## src/rtl/flopr_pipe.sv

```systemverilog
// DEPTH-stage register chain with per-stage valid bits, stall, flush, bubble
// insertion and a registered occupancy count.
module flopr_pipe #(
  parameter int             N         = 64,
  parameter int             DEPTH     = 3,
  parameter logic [N-1:0]   RESET_VAL = '0
) (
  input  logic                         clk,
  input  logic                         reset,
  input  logic                         en,
  input  logic                         flush,
  input  logic [N-1:0]                 d,
  input  logic                         d_valid,
  output logic [N-1:0]                 q,
  output logic                         q_valid,
  output logic [N*DEPTH-1:0]           tap,
  output logic [DEPTH-1:0]             tap_valid,
  output logic [$clog2(DEPTH+1)-1:0]   occ
);

  localparam int OW = $clog2(DEPTH + 1);

  logic [N-1:0]   data_q  [DEPTH];
  logic [N-1:0]   data_d  [DEPTH];
  logic [DEPTH-1:0] valid_q;
  logic [DEPTH-1:0] valid_d;
  logic [OW-1:0]  occ_q;
  logic [OW-1:0]  occ_d;

  // Next state: flush beats advance, advance beats hold. Bubbles load
  // RESET_VAL so an undriven d never propagates into the chain.
  always_comb begin
    for (int k = 0; k < DEPTH; k++) begin
      data_d[k] = data_q[k];
    end
    valid_d = valid_q;
    occ_d   = occ_q;
    if (flush) begin
      for (int k = 0; k < DEPTH; k++) begin
        data_d[k] = RESET_VAL;
      end
      valid_d = '0;
      occ_d   = '0;
    end else if (en) begin
      for (int k = 1; k < DEPTH; k++) begin
        data_d[k]  = data_q[k-1];
        valid_d[k] = valid_q[k-1];
      end
      data_d[0]  = d_valid ? d : RESET_VAL;
      valid_d[0] = d_valid;
      // One in, one out: modular arithmetic stays exact because 0 <= occ <= DEPTH.
      occ_d = occ_q + OW'(d_valid) - OW'(valid_q[DEPTH-1]);
    end else begin
      occ_d = occ_q;
    end
  end

  // Stage registers, valid bits and occupancy.
  always_ff @(posedge clk or negedge reset) begin
    if (!reset) begin
      for (int k = 0; k < DEPTH; k++) begin
        data_q[k] <= RESET_VAL;
      end
      valid_q <= '0;
      occ_q   <= '0;
    end else begin
      for (int k = 0; k < DEPTH; k++) begin
        data_q[k] <= data_d[k];
      end
      valid_q <= valid_d;
      occ_q   <= occ_d;
    end
  end

  for (genvar k = 0; k < DEPTH; k++) begin : g_tap
    assign tap[k*N +: N] = data_q[k];
  end

  assign q         = data_q[DEPTH-1];
  assign q_valid   = valid_q[DEPTH-1];
  assign tap_valid = valid_q;
  assign occ       = occ_q;

endmodule

```

## config.mk

```make
export PLATFORM = sky130hd
export DESIGN_NAME = flopr_pipe
export DESIGN_NICKNAME = d
export VERILOG_FILES = /design/src/rtl/flopr_pipe.sv
export SDC_FILE = /design/constraint.sdc
export NUM_CORES = 1
export LEC_CHECK = 0
export CAP_MARGIN = 10
export CORE_MARGIN = 5
export CORE_UTILIZATION = 45
export CTS_BUF_LIST = sky130_fd_sc_hd__clkbuf_8 sky130_fd_sc_hd__clkbuf_16
export DETAILED_ROUTE_END_ITERATION = 8
export PLACE_DENSITY_LB_ADDON = 0.12
export SLEW_MARGIN = 20
export SYNTH_ARGS = -nofsm -noshare
export SYNTH_HDL_FRONTEND = slang
export SYNTH_SLANG_ARGS = --single-unit
```

## constraint.sdc

```tcl
create_clock -name clk -period 2 [get_ports clk]
set_clock_uncertainty 0.15 [all_clocks]
set_input_delay 0.3 -clock clk [delete_from_list [all_inputs] [get_ports clk]]
set_output_delay 0.3 -clock clk [all_outputs]
set_load 0.03 [all_outputs]
```

Yosys cells after proc, flatten, opt, wreduce, memory -nomap -nowiden --
Index checks and enable logic that the tools add are counted.
Cells by class: add/sub/neg operators 2, muxes and demuxes 7, reductions and logical operators 1
Operator list (count):
- $mux 192 | 2
- $mux 64 | 1
- $mux 3 | 2
- $mux 2 | 2
- $add 2x1->2 | 1
- $reduce_bool 2->1 | 1
- $sub 2x1->2 | 1
Storage, ports and cells: bits in registers 197, input bits 69, output and inout bits 262, logic and storage cells 15

Depth between registers and ports, before layout --
word-level depth 4, depth in mapped cells 7, depth with buffers taken out 7

Worst setup path before layout --
OpenSTA, ideal clock, no wires.
kind reg2reg, from register occ_q[0], in the netlist occ[0], to register occ_q[1], in the netlist occ[1], library setup time 120 ps, arrival time 1458 ps, required time 1730 ps, path slack 272 ps, stages on the path, launching flop included 8, path buffers 0, period minus slack after synthesis 1728 ps, cell sequence dfrtp_1 > inv_1 > ha_1 > inv_1 > ha_1 > xor2_1 > a21oi_1 > a31o_1
Between the ends: longest elaborated chain between the ends 4
RTL lines:
- start: declaration | line 27 | logic [OW-1:0] occ_q;
- start signal: assignment | line 65 | occ_q <= '0;
- start signal: assignment | line 71 | occ_q <= occ_d;
- $add 2x1->2 | line 52 | occ_d = occ_q + OW'(d_valid) - OW'(valid_q[DEPTH-1]);
- $sub 2x1->2 | line 52
- $mux 2 | line 44 | end else if (en) begin
- $mux 2 | line 38 | if (flush) begin
Every way passes these cells. The select of a mux whose other input is x is not followed. A chain may end at the register's enable or synchronous reset.

Worst setup path in the final report --
from register data_q, in the netlist tap[123], to output tap[123]
RTL lines:
- start: declaration | line 23 | logic [N-1:0] data_q [DEPTH];
- start signal: indexed assignment | line 68 | data_q[k] <= data_d[k];
- end: declaration | line 16 | output logic [N*DEPTH-1:0] tap,
No word-level cell between the ends.

==> results.md <==
- The flow ran to the end, and the final reports show no timing, DRC or antenna violations.
- The fraction of the mapped netlist area in compound gates is 0.0378.
- The number of warnings reported in the yosys synthesis log is 0.
- The post-CTS repair timing setup buffer count is 0.
- The net count reported at finish is 1,105.
- Of the total power, combinational logic draws 0.126.
- The number of nets in the synthesized netlist is 856.
- In this run the cell area of the synthesized design comes to 0.00883 mm².
- The first-pass GRT wire length is 36,300 µm.
- After synthesis, the share of cell area in mux cells is 0.150.
- Of the total synthesized cell area, the portion taken by full adders, half adders and majority gates is 0.00283.
- Input and output buffers added on the ports amount to 330.
- The detailed-placement wirelength estimate is 15,800 µm.
- The share of the Yosys chip area taken by registers is 0.558.
- At the pin with the least slew margin, the transition time is 0.418 ns.
- The category of cells accounting for the largest share of critical-path delay is buffers and inverters.
- Summed over all cells, the static leakage comes to 7.81 nW.
- The main combinational cell family by area after synthesis is multiplexers.
- The fraction of final layout cells with drive strength greater than 1 is 0.0554.
- The number of clock buffers added by TritonCTS is 17.
- The residual antenna-violating net count after detailed routing is 0.
- The critical path goes through clkdlybuf4s50_1.
- The total I/O pin count is 331.
- In the routed layout, each cell is associated on average with a via count of 4.89.
- No sink is reached through more buffers than the 2 on the longest clock path.
- The CTS sink count is 197.
- The leading cell type in the layout, fill and taps excluded is sky130_fd_sc_hd__dfrtp_1.
- The routability congestion estimate from global placement is 0.712.
- The reg-to-reg startpoint is tap_valid[2].
- The aggregate global-route resource usage is 0.203.
- The clock latency on the worst-skew pair is 0.42 ns.
- The initial antenna violation count is 0.
- Derived from the worst setup path, the maximum achievable clock frequency is 0.509 GHz.
- Across the run, the number of max-cap violations was 0.
- At the end of the flow the core is filled with cells to 0.651.
- The critical setup path kind is flop to primary output.
- The share of power burned in the clock network is 0.389.
- The initial utilization of the core area, before any placement, comes to 0.455.
- Summing all placed instances gives a cell area of 0.0118 mm².
- The top cell types in the final layout, fill and taps aside, are sky130_fd_sc_hd__dfrtp_1, sky130_fd_sc_hd__clkdlybuf4s50_1, sky130_fd_sc_hd__nor2_1, sky130_fd_sc_hd__mux2i_1, sky130_fd_sc_hd__dlymetal6s2s_1.
- The final count of hold timing violations was 0.
- IR analysis of the VDD net gives a maximum drop of 634 µV.
- The critical path buffer and inverter count is 1.
- The fill cell total of the finished layout is 1,612.
- For this run, design rule violations remaining after detail routing come to 0.
- The final non-filler cell total is 1,312.
- Entering global routing, the biggest net connects 66 pins.
- The final layout contains routed wiring with a total length of 22,800 µm.
- The worst pin sits at a relative slew slack of 0.721.
- The per-instance average area after synthesis is 11.2 µm².
- The max-slew violation count was 0.
- Dividing the final minimum period by the clock period gives 0.982.
- Counting I/O delays and the setup requirement, the final critical path takes 1.96 ns.
- Sorting the synthesized cells by area gives the leading types as sky130_fd_sc_hd__dfrtp_1, sky130_fd_sc_hd__mux2i_1, sky130_fd_sc_hd__buf_4.
- The average wire per standard cell is 17.4 µm.
- The DRC violation total after the first TritonRoute iteration is 295.
- The repair_antennas step left the layout with diodes totalling 0.
- After routing the design area is 0.0126 mm².
- Of the total power, the share spent switching nets is 0.264.
- Across the whole layout, storage elements account for 0.00493 mm².
- The via count of the first global-routing pass was 6,626.
- The synthesized-area fraction occupied by xor and xnor cells is 0.000992.
- The sequential share of power is 0.485.
- The endpoint kind of the worst setup timing path is a primary output.
- The internal power of the cells totals 0.00628 W.
- The tree is rooted in a sky130_fd_sc_hd__clkbuf_16.
- The launch point of the worst path is tap[123].
- The placed instance count is 1,279.
- The initialized floorplan defines 51 standard-cell rows.
- The worst hold path startpoint is flush.
- Power spread over the standard cell area amounts to 675 mW/mm².
- The signal arrival time at the worst endpoint is 1.51 ns.
- From synthesis to final layout, the design area changed by 43.0%.
- The path class of the tightest hold or removal check is input pin to flop.
- The core region is 0.0194 mm².
- The total congestion overflow after global routing is 0.
- In this run the horizontal extent of the chip is 150 µm.
- TritonCTS built the clock tree.
- Of the total synthesized cell area, the portion taken by AND, OR, NAND and NOR gates is 0.139.
- For the worst setup path, the data required time is 1.55 ns.
- The worst hold slack is 0.0802 ns.
- The cell count after synthesis came out at 785.
- The worst setup path is launched from a flop.
- Summed over all instances, the cell type with the most area after synthesis is sky130_fd_sc_hd__dfrtp_1.
- The share of the synthesized area in the top cell type is 0.558.
- In this run the vertical extent of the chip is 150 µm.
- The footprint of the multi-input gates is 0.00292 mm².
- The final route contains 6,413 vias.
- Before antenna repair, the detailed router went through 6 iterations.
- Clock-pin slew was measured on the worst setup and hold paths at 0.07 ns.
- The largest single stage delay on the critical path is 0.71 ns.
- The count of distinct cell types in the synthesized netlist is 16.
- The full die area is 0.0225 mm².
- The largest driver fanout on the critical path is 3.
- The post-synthesis sequential element count is 197.
- On the critical path, the stage with the largest delay is an instance of sky130_fd_sc_hd__clkdlybuf4s50_1.
- The design draws 0.00853 W.
- In this run the power spent charging and discharging nets is 0.00225 W.
- The count of final setup violators is 0.
- The H-tree depth reported by CTS is 4.
[metal layers]
| layer | global-route usage | share of wire |
|---|---|---|
| met5 | 0 | 0 |
| met4 | 0.0654 | 0.021 |
| met3 | 0.0678 | 0.077 |
| met2 | 0.327 | 0.49 |
| met1 | 0.261 | 0.41 |
[worst reg2reg max path: stages (launching register included)]
cell and delay [ns]:
sky130_fd_sc_hd__dfrtp_1 0.43, sky130_fd_sc_hd__ha_1 0.30, sky130_fd_sc_hd__inv_1 0.05, sky130_fd_sc_hd__ha_1 0.14, sky130_fd_sc_hd__xor2_1 0.18, sky130_fd_sc_hd__a21oi_1 0.09, sky130_fd_sc_hd__a31o_1 0.18
[power groups by stage]
stage	Sequential [W]	Clock, W	Combinational (W)
after floorplan	0.00438	0	0.000448
after global placement	0.00422	0	0.00110
after detailed placement	0.00422	0	0.00110
after CTS	0.00414	0.00340	0.00110
after global routing	0.00415	0.00356	0.00116
final	0.00414	0.00332	0.00107
[cells by family after synthesis]
kind of cell	count (synthesis)
compound gates	66
xor+xnor	1
fa+ha+maj	2
buf+inv	125
flops	197
mux	132
simple gates	262
[through the flow]
step	TNS, ns	setup slack, ns
floorplan	0	0.272
global placement	0	0.368
detailed placement	0	0.354
CTS	0	0.000367
global route	-0.00353	-0.00178
finish	0	0.0360
[Yosys cell counts]
cell type,number
sky130_fd_sc_hd__ha_1,2
sky130_fd_sc_hd__buf_8,1
sky130_fd_sc_hd__dfrtp_1,197
sky130_fd_sc_hd__inv_1,2
sky130_fd_sc_hd__mux2i_1,132
sky130_fd_sc_hd__buf_4,71
sky130_fd_sc_hd__a31o_1,1
sky130_fd_sc_hd__buf_6,5
sky130_fd_sc_hd__buf_2,16
sky130_fd_sc_hd__nor2_1,133
sky130_fd_sc_hd__buf_12,11
sky130_fd_sc_hd__clkbuf_1,19
sky130_fd_sc_hd__nand2b_1,65
sky130_fd_sc_hd__nand3_1,64
sky130_fd_sc_hd__a21oi_1,65
sky130_fd_sc_hd__xor2_1,1
[cell type report]
cell class                 instances  share of cell area
sequential                       197               0.390
timing repair buffer             353               0.307
multi-input combinational        463               0.231
clock buffer                      17              0.0337
tap                              265              0.0263
clock inverter                    15              0.0113
inverter                           2            0.000595
[path summary, 6_finish.rpt]
kind                       endpoint  depth (start not counted)  slack (ns)
max                        tap[123]                          1        0.04
min                            q[4]                          2        0.08
max reg2reg                  occ[1]                          6        0.36
min reg2reg                 tap[97]                          2        0.40
max in group asynchronous   tap[93]                          3        0.88
min in group asynchronous     q[38]                          2        0.24
[registers in the layout, summed over array words and instances, names as in the netlist]
register and cells:
tap_valid 3, q 64, tap 128, occ 2
[timing repair]
action / CTS / global route
setup endpoints to repair: 25 / 122
gates resized for setup: 23 / 118
hold buffers: 1 / 0
hold endpoints to repair: 39 / 0
No activity file was read; power rests on OpenSTA's default activity.
